<file path="config.mk">
export PLATFORM = sky130hd
export DESIGN_NAME = conv_window_ctrl_flat
export DESIGN_NICKNAME = d
export VERILOG_FILES = /design/src/rtl/conv_pkg.sv /design/src/rtl/conv_window_ctrl_if.sv /design/src/rtl/conv_pos_cnt.sv /design/src/rtl/conv_window_ctrl.sv /design/src/flat_wrapper.sv
export SDC_FILE = /design/constraint.sdc
export NUM_CORES = 1
export LEC_CHECK = 0
export CAP_MARGIN = 0
export CORE_MARGIN = 2
export CORE_UTILIZATION = 30
export CTS_BUF_LIST = sky130_fd_sc_hd__clkbuf_4 sky130_fd_sc_hd__clkbuf_8 sky130_fd_sc_hd__clkbuf_16
export CTS_CLUSTER_SIZE = 8
export DETAILED_ROUTE_END_ITERATION = 10
export GPL_ROUTABILITY_DRIVEN = 0
export SETUP_SLACK_MARGIN = 0.15
export SKIP_CTS_REPAIR_TIMING = 1
export SYNTH_ARGS = -nofsm -noshare
export SYNTH_HDL_FRONTEND = slang
export SYNTH_SLANG_ARGS = --single-unit
</file>
<file path="constraint.sdc">
create_clock -name clk -period 1.85 [get_ports clk]
set_clock_uncertainty 0.1 [all_clocks]
set_input_delay 0.185 -clock clk [delete_from_list [all_inputs] [get_ports clk]]
set_output_delay 0.185 -clock clk [all_outputs]
set_load 0.01 [all_outputs]
</file>
<file path="src/rtl/conv_pkg.sv">
// Shared types and constants for the convolution window controller.
package conv_pkg;

  typedef enum logic [1:0] {
    ST_IDLE = 2'd0,
    ST_RUN  = 2'd1,
    ST_FIN  = 2'd2
  } state_t;

  localparam logic [1:0] STRIDE_1  = 2'd1;
  localparam logic [1:0] STRIDE_2  = 2'd2;
  localparam int         K_DEFAULT = 3;

  function automatic logic stride_legal(input logic [1:0] s);
    return (s == STRIDE_1) || (s == STRIDE_2);
  endfunction

endpackage

</file>
<file path="src/rtl/conv_window_ctrl_if.sv">
// Control/handshake bundle between a sequencer (master) and the window controller (slave).
interface conv_window_ctrl_if;
  logic       start;
  logic [1:0] stride;
  logic       win_ready;
  logic       shift_buffer;
  logic       win_valid;
  logic [7:0] out_row;
  logic [7:0] out_col;
  logic       busy;
  logic       done;
  logic       stride_err;

  modport master (
    output start, stride, win_ready,
    input  shift_buffer, win_valid, out_row, out_col, busy, done, stride_err
  );

  modport slave (
    input  start, stride, win_ready,
    output shift_buffer, win_valid, out_row, out_col, busy, done, stride_err
  );
endinterface

</file>
<file path="src/rtl/conv_pos_cnt.sv">
// Row/col pixel position counter: col wraps at IMG_W and carries into row.
module conv_pos_cnt #(
  parameter int IMG_W = 8,
  parameter int IMG_H = 8
) (
  input  logic       clk,
  input  logic       rst,
  input  logic       clr,
  input  logic       adv,
  output logic [7:0] row,
  output logic [7:0] col,
  output logic       last
);

  localparam logic [7:0] COL_MAX = 8'(IMG_W - 1);
  localparam logic [7:0] ROW_MAX = 8'(IMG_H - 1);

  // Position register: clear on a new pass, step on each advance.
  always_ff @(posedge clk) begin
    if (!rst || clr) begin
      row <= '0;
      col <= '0;
    end else if (adv) begin
      if (col == COL_MAX) begin
        col <= '0;
        row <= (row == ROW_MAX) ? 8'd0 : row + 8'd1;
      end else begin
        col <= col + 8'd1;
      end
    end
  end

  // Current position is the final pixel of the image.
  always_comb last = (row == ROW_MAX) && (col == COL_MAX);

endmodule

</file>
<file path="src/rtl/conv_window_ctrl.sv">
// Convolution window controller: sequences line-buffer shifts and presents
// output-map window coordinates to a downstream MAC with a valid/ready handshake.
// Optional build macro CONV_CTRL_PERF_EN adds a saturating stall counter port.
module conv_window_ctrl
  import conv_pkg::*;
#(
  parameter int IMG_W = 8,
  parameter int IMG_H = 8,
  parameter int K     = K_DEFAULT
) (
  input logic clk,
  input logic rst,
  conv_window_ctrl_if.slave bus
`ifdef CONV_CTRL_PERF_EN
  , output logic [15:0] stall_cnt
`endif
);

  localparam logic [7:0] KM1 = 8'(K - 1);

  state_t     state, state_nxt;
  logic [1:0] stride_q;
  logic       all_shifted;
  logic       win_valid_q;
  logic [7:0] out_row_q, out_col_q;
  logic       stride_err_q;
  logic [7:0] row, col;
  logic       last;
  logic       start_ok;
  logic       shift;
  logic       busy_c, done_c;
  logic [7:0] row_off, col_off;
  logic       qual;

  assign start_ok = (state == ST_IDLE) && bus.start && stride_legal(bus.stride);

  conv_pos_cnt #(.IMG_W(IMG_W), .IMG_H(IMG_H)) u_pos (
    .clk  (clk),
    .rst  (rst),
    .clr  (start_ok),
    .adv  (shift),
    .row  (row),
    .col  (col),
    .last (last)
  );

  // Window qualification for the pixel being shifted in this cycle.
  always_comb begin
    row_off = row - KM1;
    col_off = col - KM1;
    qual    = shift && (row >= KM1) && (col >= KM1) &&
              ((stride_q == STRIDE_1) || (!row_off[0] && !col_off[0]));
  end

  // State register.
  always_ff @(posedge clk) begin
    if (!rst) state <= ST_IDLE;
    else      state <= state_nxt;
  end

  // Next-state logic: leave RUN only when all pixels are in and no window is pending.
  always_comb begin
    state_nxt = state;
    case (state)
      ST_IDLE: if (start_ok) state_nxt = ST_RUN;
      ST_RUN:  if (all_shifted && !win_valid_q) state_nxt = ST_FIN;
      ST_FIN:  state_nxt = ST_IDLE;
      default: state_nxt = ST_IDLE;
    endcase
  end

  // FSM outputs; shift is the only path combinational from an input (win_ready).
  always_comb begin
    shift  = (state == ST_RUN) && !all_shifted && !(win_valid_q && !bus.win_ready);
    busy_c = (state != ST_IDLE);
    done_c = (state == ST_FIN);
  end

  // Pass bookkeeping, window register and illegal-stride pulse.
  always_ff @(posedge clk) begin
    if (!rst) begin
      stride_q     <= '0;
      all_shifted  <= 1'b0;
      win_valid_q  <= 1'b0;
      out_row_q    <= '0;
      out_col_q    <= '0;
      stride_err_q <= 1'b0;
    end else begin
      stride_err_q <= (state == ST_IDLE) && bus.start && !stride_legal(bus.stride);
      if (start_ok) begin
        stride_q    <= bus.stride;
        all_shifted <= 1'b0;
      end else if (shift && last) begin
        all_shifted <= 1'b1;
      end
      // A shift can only occur when the held window is being accepted, so a
      // new qualifying shift simply replaces it.
      if (qual) begin
        win_valid_q <= 1'b1;
        out_row_q   <= (stride_q == STRIDE_2) ? {1'b0, row_off[7:1]} : row_off;
        out_col_q   <= (stride_q == STRIDE_2) ? {1'b0, col_off[7:1]} : col_off;
      end else if (win_valid_q && bus.win_ready) begin
        win_valid_q <= 1'b0;
      end
    end
  end

`ifdef CONV_CTRL_PERF_EN
  // Saturating count of cycles the MAC back-pressures a valid window.
  always_ff @(posedge clk) begin
    if (!rst || start_ok) begin
      stall_cnt <= '0;
    end else if ((state != ST_IDLE) && win_valid_q && !bus.win_ready &&
                 (stall_cnt != 16'hFFFF)) begin
      stall_cnt <= stall_cnt + 16'd1;
    end
  end
`endif

  assign bus.shift_buffer = shift;
  assign bus.win_valid    = win_valid_q;
  assign bus.out_row      = out_row_q;
  assign bus.out_col      = out_col_q;
  assign bus.busy         = busy_c;
  assign bus.done         = done_c;
  assign bus.stride_err   = stride_err_q;

endmodule

</file>
<file path="src/flat_wrapper.sv">
// flat-port wrapper written by rule: the top's interface ports become plain ports
module conv_window_ctrl_flat import conv_pkg::*;
#(
  parameter int IMG_W = 8,
  parameter int IMG_H = 8,
  parameter int K     = K_DEFAULT
)
  (clk, rst, bus_start, bus_stride, bus_win_ready, bus_shift_buffer, bus_win_valid, bus_out_row, bus_out_col, bus_busy, bus_done, bus_stride_err);
  conv_window_ctrl_if bus_i ();
  input logic clk;
  input logic rst;
  input wire logic [$bits(bus_i.start)-1:0] bus_start;
  input wire logic [$bits(bus_i.stride)-1:0] bus_stride;
  input wire logic [$bits(bus_i.win_ready)-1:0] bus_win_ready;
  output wire logic [$bits(bus_i.shift_buffer)-1:0] bus_shift_buffer;
  output wire logic [$bits(bus_i.win_valid)-1:0] bus_win_valid;
  output wire logic [$bits(bus_i.out_row)-1:0] bus_out_row;
  output wire logic [$bits(bus_i.out_col)-1:0] bus_out_col;
  output wire logic [$bits(bus_i.busy)-1:0] bus_busy;
  output wire logic [$bits(bus_i.done)-1:0] bus_done;
  output wire logic [$bits(bus_i.stride_err)-1:0] bus_stride_err;
  assign bus_i.start = bus_start;
  assign bus_i.stride = bus_stride;
  assign bus_i.win_ready = bus_win_ready;
  assign bus_shift_buffer = bus_i.shift_buffer;
  assign bus_win_valid = bus_i.win_valid;
  assign bus_out_row = bus_i.out_row;
  assign bus_out_col = bus_i.out_col;
  assign bus_busy = bus_i.busy;
  assign bus_done = bus_i.done;
  assign bus_stride_err = bus_i.stride_err;
  conv_window_ctrl #(.IMG_W(IMG_W), .IMG_H(IMG_H), .K(K)) u_core (.clk(clk), .rst(rst), .bus(bus_i));
endmodule
</file>
==> metrics.yaml, run 1 <==
run_status:
  status: "finished with violations"
  violations: "negative setup slack"
synthesis:
  synthTopCellsByArea: "sky130_fd_sc_hd__dfxtp_1 (35%), sky130_fd_sc_hd__nor2_1 (5.9%), sky130_fd_sc_hd__nand2_1 (5.4%)"
  ys_ff_latch: 39
  synth_top_area_share_pct: 35.0
  synth.distinct_cells: 54
  synth.yosys.seq_area_share_pct: 35.0
  synth_largest_area_cell: "sky130_fd_sc_hd__dfxtp_1"
  synth_async_sr_flop_share_pct: 0
  synthesis.instances: 287
  syn-num-nets: 301
  synth-edff-count: 0
  yosys_most_used_dff: "sky130_fd_sc_hd__dfxtp_1"
  synth.yosys.warnings: 0
  post_synth.cell_area_avg_um2: 7.78
  netlist_area_um2: 2230
global_routing:
  grt.total_usage_pct: 13.8
  grt_pass1_wl_um: 9400
  antenna_found_initial: 0
  grt-ovfl-total: 0
  grt_pass1_vias: 2036
  grt_start_max_net_pins: 20
routing:
  drc_errors: 0
  ant_nets: 0
  first_iter_violations: 141
  met2RoutedLength_um: 2670
  routed_via_density: 5.00
  met3RoutedLength_um: 209
  wirelength_um: 6000
  dr.max_layer_used: "met4"
  m1WireLength_um: 2990
  via_total_after_detailed_routing: 2264
  drtPass1Iterations: 4
  routed_wire_length_per_instance_um: 13.3
worst_setup_path:
  timing_worst_setup_path_type: "flop to flop"
  cp_max_fo: 19
  worstPathArrival_ns: 2.04
  startpoint_type: "flop"
  cp.required_ns: 1.93
  critical_path.reg2reg.startpoint: "u_core.u_pos.col[4]"
  timing.critical_path.from: "u_core.u_pos.col[4]"
  worstSetupEndpointType: "flop"
timing:
  post-route-period-util_pct: 106
  slew_violations: 0
  worstMarginPinSlew_ns: 0.501
  period_minus_slack_ns: 1.96
  tns_ns: -1.34
  report.final.hold_viol_count: 0
  setup-violations-final: 17
  post-route-worst-setup-slack_ns: -0.114
  grt_setup_unrepaired: "yes"
  timing.slew.headroom_pct: 66.5
  fmax_ghz: 0.509
cells_and_area:
  antennaDiodeCount: 0
  commonest_non_fill_non_tap_cell_in_the_layout: "sky130_fd_sc_hd__buf_4"
  post_route_cells_drive_above_1_share_pct: 27.1
  num-nets-final: 368
  layout.core_utilization_pct: 44.8
  count_of_placed_standard_cells_in_the_final_layout_fillers_left_out: 453
  layout_common_cells: "sky130_fd_sc_hd__buf_4 (47), sky130_fd_sc_hd__dfxtp_1 (36), sky130_fd_sc_hd__nor2_1 (33)"
  fillCellCount: 737
  layout-area-overhead-vs-synth_pct: 44.6
die:
  die-width_um: 90.3
  placement_rows: 31
  initial_core_util_pct: 31.0
  die-height_um: 90.3
  io_pins: 27
  core_area_um2: 7210
  fp.dieArea_um2: 8150
hold_path:
  hold_path.class: "flop to flop"
  hold_path.startpoint: "u_core.bus.out_col[7]"
pwr:
  relative_contribution_of_the_clock_network_to_total_power_pct: 34.9
  cellPowerDensity_nw_per_um2: 521
  p_leak_nw: 1.25
  worst_ir_drop_vdd_uv: 187
  sw_frac_of_total_pct: 25.3
  power.share.sequential_pct: 51.1
  power_frac_comb_pct: 14.0
  reported_net_switching_power_mw: 0.425
  p_int_mw: 1.26
placement:
  placedCellCount: 436
  hpwl_um: 4250
  numPortBuffers: 26
  post-place-ws_ns: -0.196
cts:
  ctsHtreeMaxLevel: 2
  cts_tree: "yes"
  cts_buffer_depth: 2
  cts.sink_count: 39
  clk_pin_slew_worst_paths_ns: 0.08
  clock_latency_ns: 0.29
  ctsRootBufferMaster: "sky130_fd_sc_hd__clkbuf_8"
  cts_inserted_buffers: 5
run:
  max_cap_viol_count: 0
[power by group through the flow]
stage | Sequential [mW] | Clock [mW] | Combinational [mW]
after global placement | 0.878 | 0 | 0.219
after detailed placement | 0.878 | 0 | 0.221
after floorplan | 0.879 | 0 | 0.125
final | 0.860 | 0.587 | 0.235
after CTS | 0.858 | 0.612 | 0.222
after global routing | 0.860 | 0.640 | 0.262
[Yosys cell counts (11+ instances only)]
| master | number |
|---|---|
| sky130_fd_sc_hd__dfxtp_1 | 39 |
| sky130_fd_sc_hd__nor3_1 | 12 |
| sky130_fd_sc_hd__clkbuf_1 | 13 |
| sky130_fd_sc_hd__inv_1 | 13 |
| sky130_fd_sc_hd__nand2_1 | 32 |
| sky130_fd_sc_hd__o21ai_0 | 11 |
| sky130_fd_sc_hd__nor2_1 | 35 |
| sky130_fd_sc_hd__xnor2_1 | 11 |
| sky130_fd_sc_hd__a21oi_1 | 16 |
[cell families after synthesis]
logic type                 after synthesis  synth area share (%)
and+or+nand+nor                        126                  28.6
AOI/OAI and AO/OA                       61                  18.2
DFF                                     39                  35.0
buffers and inverters                   34                  6.27
xor gates and xnor gates                19                  7.45
adders and majority gates                8                  4.48
[path summary, 6_finish.rpt]
| check | endpoint | slack (ns) | depth (start not counted) |
|---|---|---|---|
| worst max-delay path | u_core.bus.out_row[3] | -0.11 | 5 |
| worst min-delay path | u_core.bus.out_col[7] | 0.36 | 2 |
| worst max register to register | u_core.bus.out_row[3] | -0.11 | 5 |
| worst min register to register | u_core.bus.out_col[7] | 0.36 | 2 |
[routing by layer]
metal | up-vias | track usage [%]
met1 | 1061 | 19.2
met2 | 53 | 21.2
met5 | - | 0
met4 | 0 | 5.13
met3 | 12 | 2.59
li1 | 1138 | -
[final cells by class]
cell class / instances / area (um2) / area share [%]
Sequential cell: 39 / 785 / 24.3
Clock inverter: 1 / 5.00 / 0.155
Clock buffer: 6 / 82.6 / 2.56
Tap cell: 99 / 124 / 3.84
Inverter: 13 / 48.8 / 1.51
Multi-Input combinational cell: 214 / 1480 / 45.7
Timing Repair Buffer: 81 / 708 / 21.9
[state kept, by name (all words and copies together) (netlist names)]
name                   cells
u_core.bus.win_valid       1
u_core.bus.out_col         8
u_core.stride_q            2
u_core.all_shifted         1
u_core.u_pos.row           8
u_core.bus.out_row         8
u_core.state               2
u_core.bus.stride_err      1
u_core.u_pos.col           8
[critical path, cell delays in order, from the launching register on]
cell and delay [ns]:
sky130_fd_sc_hd__dfxtp_1 0.31, sky130_fd_sc_hd__or4_4 0.55, sky130_fd_sc_hd__or3b_4 0.40, sky130_fd_sc_hd__and4_4 0.23, sky130_fd_sc_hd__o21ai_0 0.18, sky130_fd_sc_hd__a31oi_1 0.06
[per-stage QoR]
stage          total power [mW]  instance area [um2]  hold slack (ns)
3_3_place_gp               1.10                 2880            0.339
6_report                   1.68                 3230            0.356
5_1_grt                    1.76                 3230            0.382
2_1_floorplan              1.00                 2250            0.242
3_5_place_dp               1.10                 2880            0.346
4_1_cts                    1.69                 2960            0.358
No activity file was read; power rests on OpenSTA's default activity.
==> run 2: changes to the inputs <==
--- a/config.mk
+++ b/config.mk
@@ -5,6 +5,7 @@
 export SDC_FILE = /design/constraint.sdc
 export NUM_CORES = 1
 export LEC_CHECK = 0
+export ABC_AREA = 1
 export CAP_MARGIN = 0
 export CORE_MARGIN = 2
 export CORE_UTILIZATION = 30
==> metrics.yaml, run 2 <==
run_status:
  status: "completed"
routing:
  drtPass1Iterations: 4  # unchanged
  drc_errors: 0  # unchanged
  routed_wire_length_per_instance_um: 10.3  # -22%
  first_iter_violations: 123  # -13%
  wirelength_um: 5170  # -14%
  via_total_after_detailed_routing: 2199  # -2.9%
  ant_nets: 0  # unchanged
  routed_via_density: 4.40  # -12%
die:
  die-height_um: 92.6  # +2.6%
  fp.dieArea_um2: 8580  # +5.3%
  io_pins: 27  # unchanged
  die-width_um: 92.6  # +2.6%
  placement_rows: 32  # +3.2%
  core_area_um2: 7690  # +6.6%
  initial_core_util_pct: 30.6  # -0.31 points
cts:
  ctsRootBufferMaster: "sky130_fd_sc_hd__clkbuf_8"
  cts_inserted_buffers: 5  # unchanged
  cts.sink_count: 39  # unchanged
  clk_pin_slew_worst_paths_ns: 0.08  # about the same
  ctsHtreeMaxLevel: 2  # unchanged
  cts_buffer_depth: 2  # unchanged
  cts_tree: "yes"
  clock_latency_ns: 0.29  # about the same
placement:
  post-place-ws_ns: 0.0600  # +0.256 ns
  numPortBuffers: 26  # unchanged
  hpwl_um: 3960  # -6.8%
global_routing:
  antenna_found_initial: 0  # unchanged
  globalRouteMet1Util_pct: 16.8  # -2.4 points
  grt_pass1_vias: 1991  # -2.2%
  use_met3_pct: 2.52  # -0.065 points
  grt_start_max_net_pins: 25  # +25%
  grt-ovfl-total: 0  # unchanged
  busiest_layer_in_global_routing: "met2"
  groute.layer.met2.usage_pct: 20.7  # -0.44 points
  grt.total_usage_pct: 12.6  # -1.2 points
  grt_pass1_wl_um: 8910  # -5.1%
synthesis:
  netlist_area_um2: 2360  # +5.5%
  post_synth.cell_area_avg_um2: 6.53  # -16%
  synth-edff-count: 0  # unchanged
  syn-num-nets: 375  # +25%
  yosys-top-cells-count: "sky130_fd_sc_hd__nand2_1 (87), sky130_fd_sc_hd__nor2_1 (66), sky130_fd_sc_hd__dfxtp_1 (39), sky130_fd_sc_hd__inv_1 (38), sky130_fd_sc_hd__nand3_1 (20)"
  synth_top_area_share_pct: 33.1  # -1.8 points
  synth.yosys.warnings: 0  # unchanged
  synthesis.instances: 361  # +26%
  yosys.cell_count.top_type: "sky130_fd_sc_hd__nand2_1"
  synthTopCellsByArea: "sky130_fd_sc_hd__dfxtp_1 (33%), sky130_fd_sc_hd__nand2_1 (14%), sky130_fd_sc_hd__nor2_1 (11%)"
  yosys_most_used_dff: "sky130_fd_sc_hd__dfxtp_1"
  synth.yosys.seq_area_share_pct: 33.1  # -1.8 points
  synth_largest_area_cell: "sky130_fd_sc_hd__dfxtp_1"
  ys_ff_latch: 39  # unchanged
  synth_async_sr_flop_share_pct: 0  # unchanged
  synth.distinct_cells: 29  # -46%
worst_setup_path:
  cp_slowest_cell: "sky130_fd_sc_hd__clkdlybuf4s50_1"
  timing.critical_path.from: "u_core.state[0]"
  rr_worst_depth: 7  # +2
  timing.critical_path.cells: "nor2_1 > inv_1 > clkdlybuf4s50_1"
  critical_path.reg2reg.startpoint: "u_core.u_pos.col[0]"
  critical_path.endpoint: "bus_busy"
  startpoint_type: "flop"
  crit_path_max_incr_delay_ns: 0.52  # -0.03 ns
  worstPathArrival_ns: 1.35  # -0.69 ns
  timing_worst_setup_path_type: "flop to output port"
  worstSetupEndpointType: "output port"
  cp.required_ns: 1.56  # -0.37 ns
  crit-reg2reg-capture: "u_core.bus.out_row[1]"
  ff2ff_setup_slack_ns: 0.30  # +0.41 ns
  cp_max_fo: 4  # -15
timing:
  slew_violations: 0  # unchanged
  timing.slew.headroom_pct: 73.0  # +6.4 points
  report.final.hold_viol_count: 0  # unchanged
  period_minus_slack_ns: 1.64  # -0.326 ns
  tns_ns: 0  # +1.34 ns
  grt_setup_unrepaired: "no"
  fmax_ghz: 0.610  # +20%
  post-route-period-util_pct: 88.6  # -18 points
  worstMarginPinSlew_ns: 0.405  # -0.0961 ns
  setup-violations-final: 0  # -17
  post-route-worst-setup-slack_ns: 0.212  # +0.326 ns
hold_path:
  worst_hold_stages: 3  # +1
  hold_path.class: "input port to flop"
cells_and_area:
  commonest_non_fill_non_tap_cell_in_the_layout: "sky130_fd_sc_hd__nand2_1"
  antennaDiodeCount: 0  # unchanged
  post_route_cells_drive_above_1_share_pct: 16.6  # -11 points
  layout_common_cells: "sky130_fd_sc_hd__nand2_1 (86), sky130_fd_sc_hd__nor2_1 (65), sky130_fd_sc_hd__inv_1 (36)"
  num-nets-final: 411  # +12%
  layout-area-overhead-vs-synth_pct: 23.3
pwr:
  worst_ir_drop_vdd_uv: 257  # +37%
  p_leak_nw: 1.32  # +5.0%
  cellPowerDensity_nw_per_um2: 590  # +13%
run:
  max_cap_viol_count: 0  # unchanged
run 2: cell types whose count changed after synthesis, moves of 7 or more:
cell,previous run,this run
sky130_fd_sc_hd__clkbuf_1,13,4
sky130_fd_sc_hd__nand3_1,7,20
sky130_fd_sc_hd__inv_1,13,38
sky130_fd_sc_hd__xnor2_1,11,0
sky130_fd_sc_hd__nand2_2,0,15
sky130_fd_sc_hd__nor3_1,12,5
sky130_fd_sc_hd__nand2_1,32,87
sky130_fd_sc_hd__o211ai_1,8,0
sky130_fd_sc_hd__nor2_1,35,66
run 2: layer usage:
layer / part of all wire [%] / vias to the layer above / wire [um]
li1: - / 1198 / -
met4: 0.99 / 0 / 51
met3: 4.2 / 4 / 216
met5: 0 / - / 0
met1: 50 / 955 / 2590
met2: 45 / 42 / 2310
run 2: area by class of cell:
type	instances	area, um2
Fill cell	821	4780
Multi-Input combinational cell	269	1350
Sequential cell	39	788
Timing Repair Buffer	38	368
Inverter	44	168
Tap cell	102	128
Clock buffer	8	104
run 2: report_power, final:
part / switching (mW) / internal, mW / total (mW)
logic: 0.124 / 0.0810 / 0.205
clock network: 0.292 / 0.355 / 0.648
registers: 0.0119 / 0.850 / 0.862
run 2: logic make-up (layout without fill, tap and decap cells):
group                    count (synthesis)  count (layout)  share of synthesized area [%]
AND/OR/NAND/NOR                        214             215                           41.2
buffers and inverters                   54              90                           10.2
flip-flops                              39              39                           33.1
AO/OA/AOI/OAI                           38              38                           8.18
adder cells (fa/ha/maj)                  8               8                           4.25
XOR/XNOR                                 8               8                           2.97
run 2: stage by stage:
stage | instance area (um2) | hold slack (ns) | power, mW | util [%] | cells
finish | 2910 | 0.367 | 1.71 | 37.8 | 500
global placement | 2770 | 0.365 | 1.08 | 36.0 | 491
CTS | 2870 | 0.371 | 1.74 | 37.4 | 499
floorplan | 2360 | 0.175 | 1.02 | - | 361
global route | 2910 | 0.368 | 1.80 | 37.8 | 500
detailed placement | 2770 | 0.371 | 1.08 | 36.0 | 491
run 2: critical path: cells and delay by family (launching register included):
family / cells / cell delay [ns]
AND/OR/NAND/NOR: 1 / 0.08
buffers and inverters: 2 / 0.58
flip-flops: 1 / 0.41
run 2: how the worst min path moves through the flow:
| stage | from | endpoint | slack (ns) |
|---|---|---|---|
| floorplan | bus_stride[1] | u_core.stride_q[0] | 0.17 |
| global placement | u_core.bus.out_col[0] | u_core.bus.out_col[0] | 0.37 |
| detailed placement | u_core.bus.out_col[3] | u_core.bus.out_col[3] | 0.37 |
| CTS | bus_start | u_core.bus.stride_err | 0.37 |
| global route | bus_start | u_core.bus.stride_err | 0.37 |
| finish | bus_start | u_core.bus.stride_err | 0.37 |
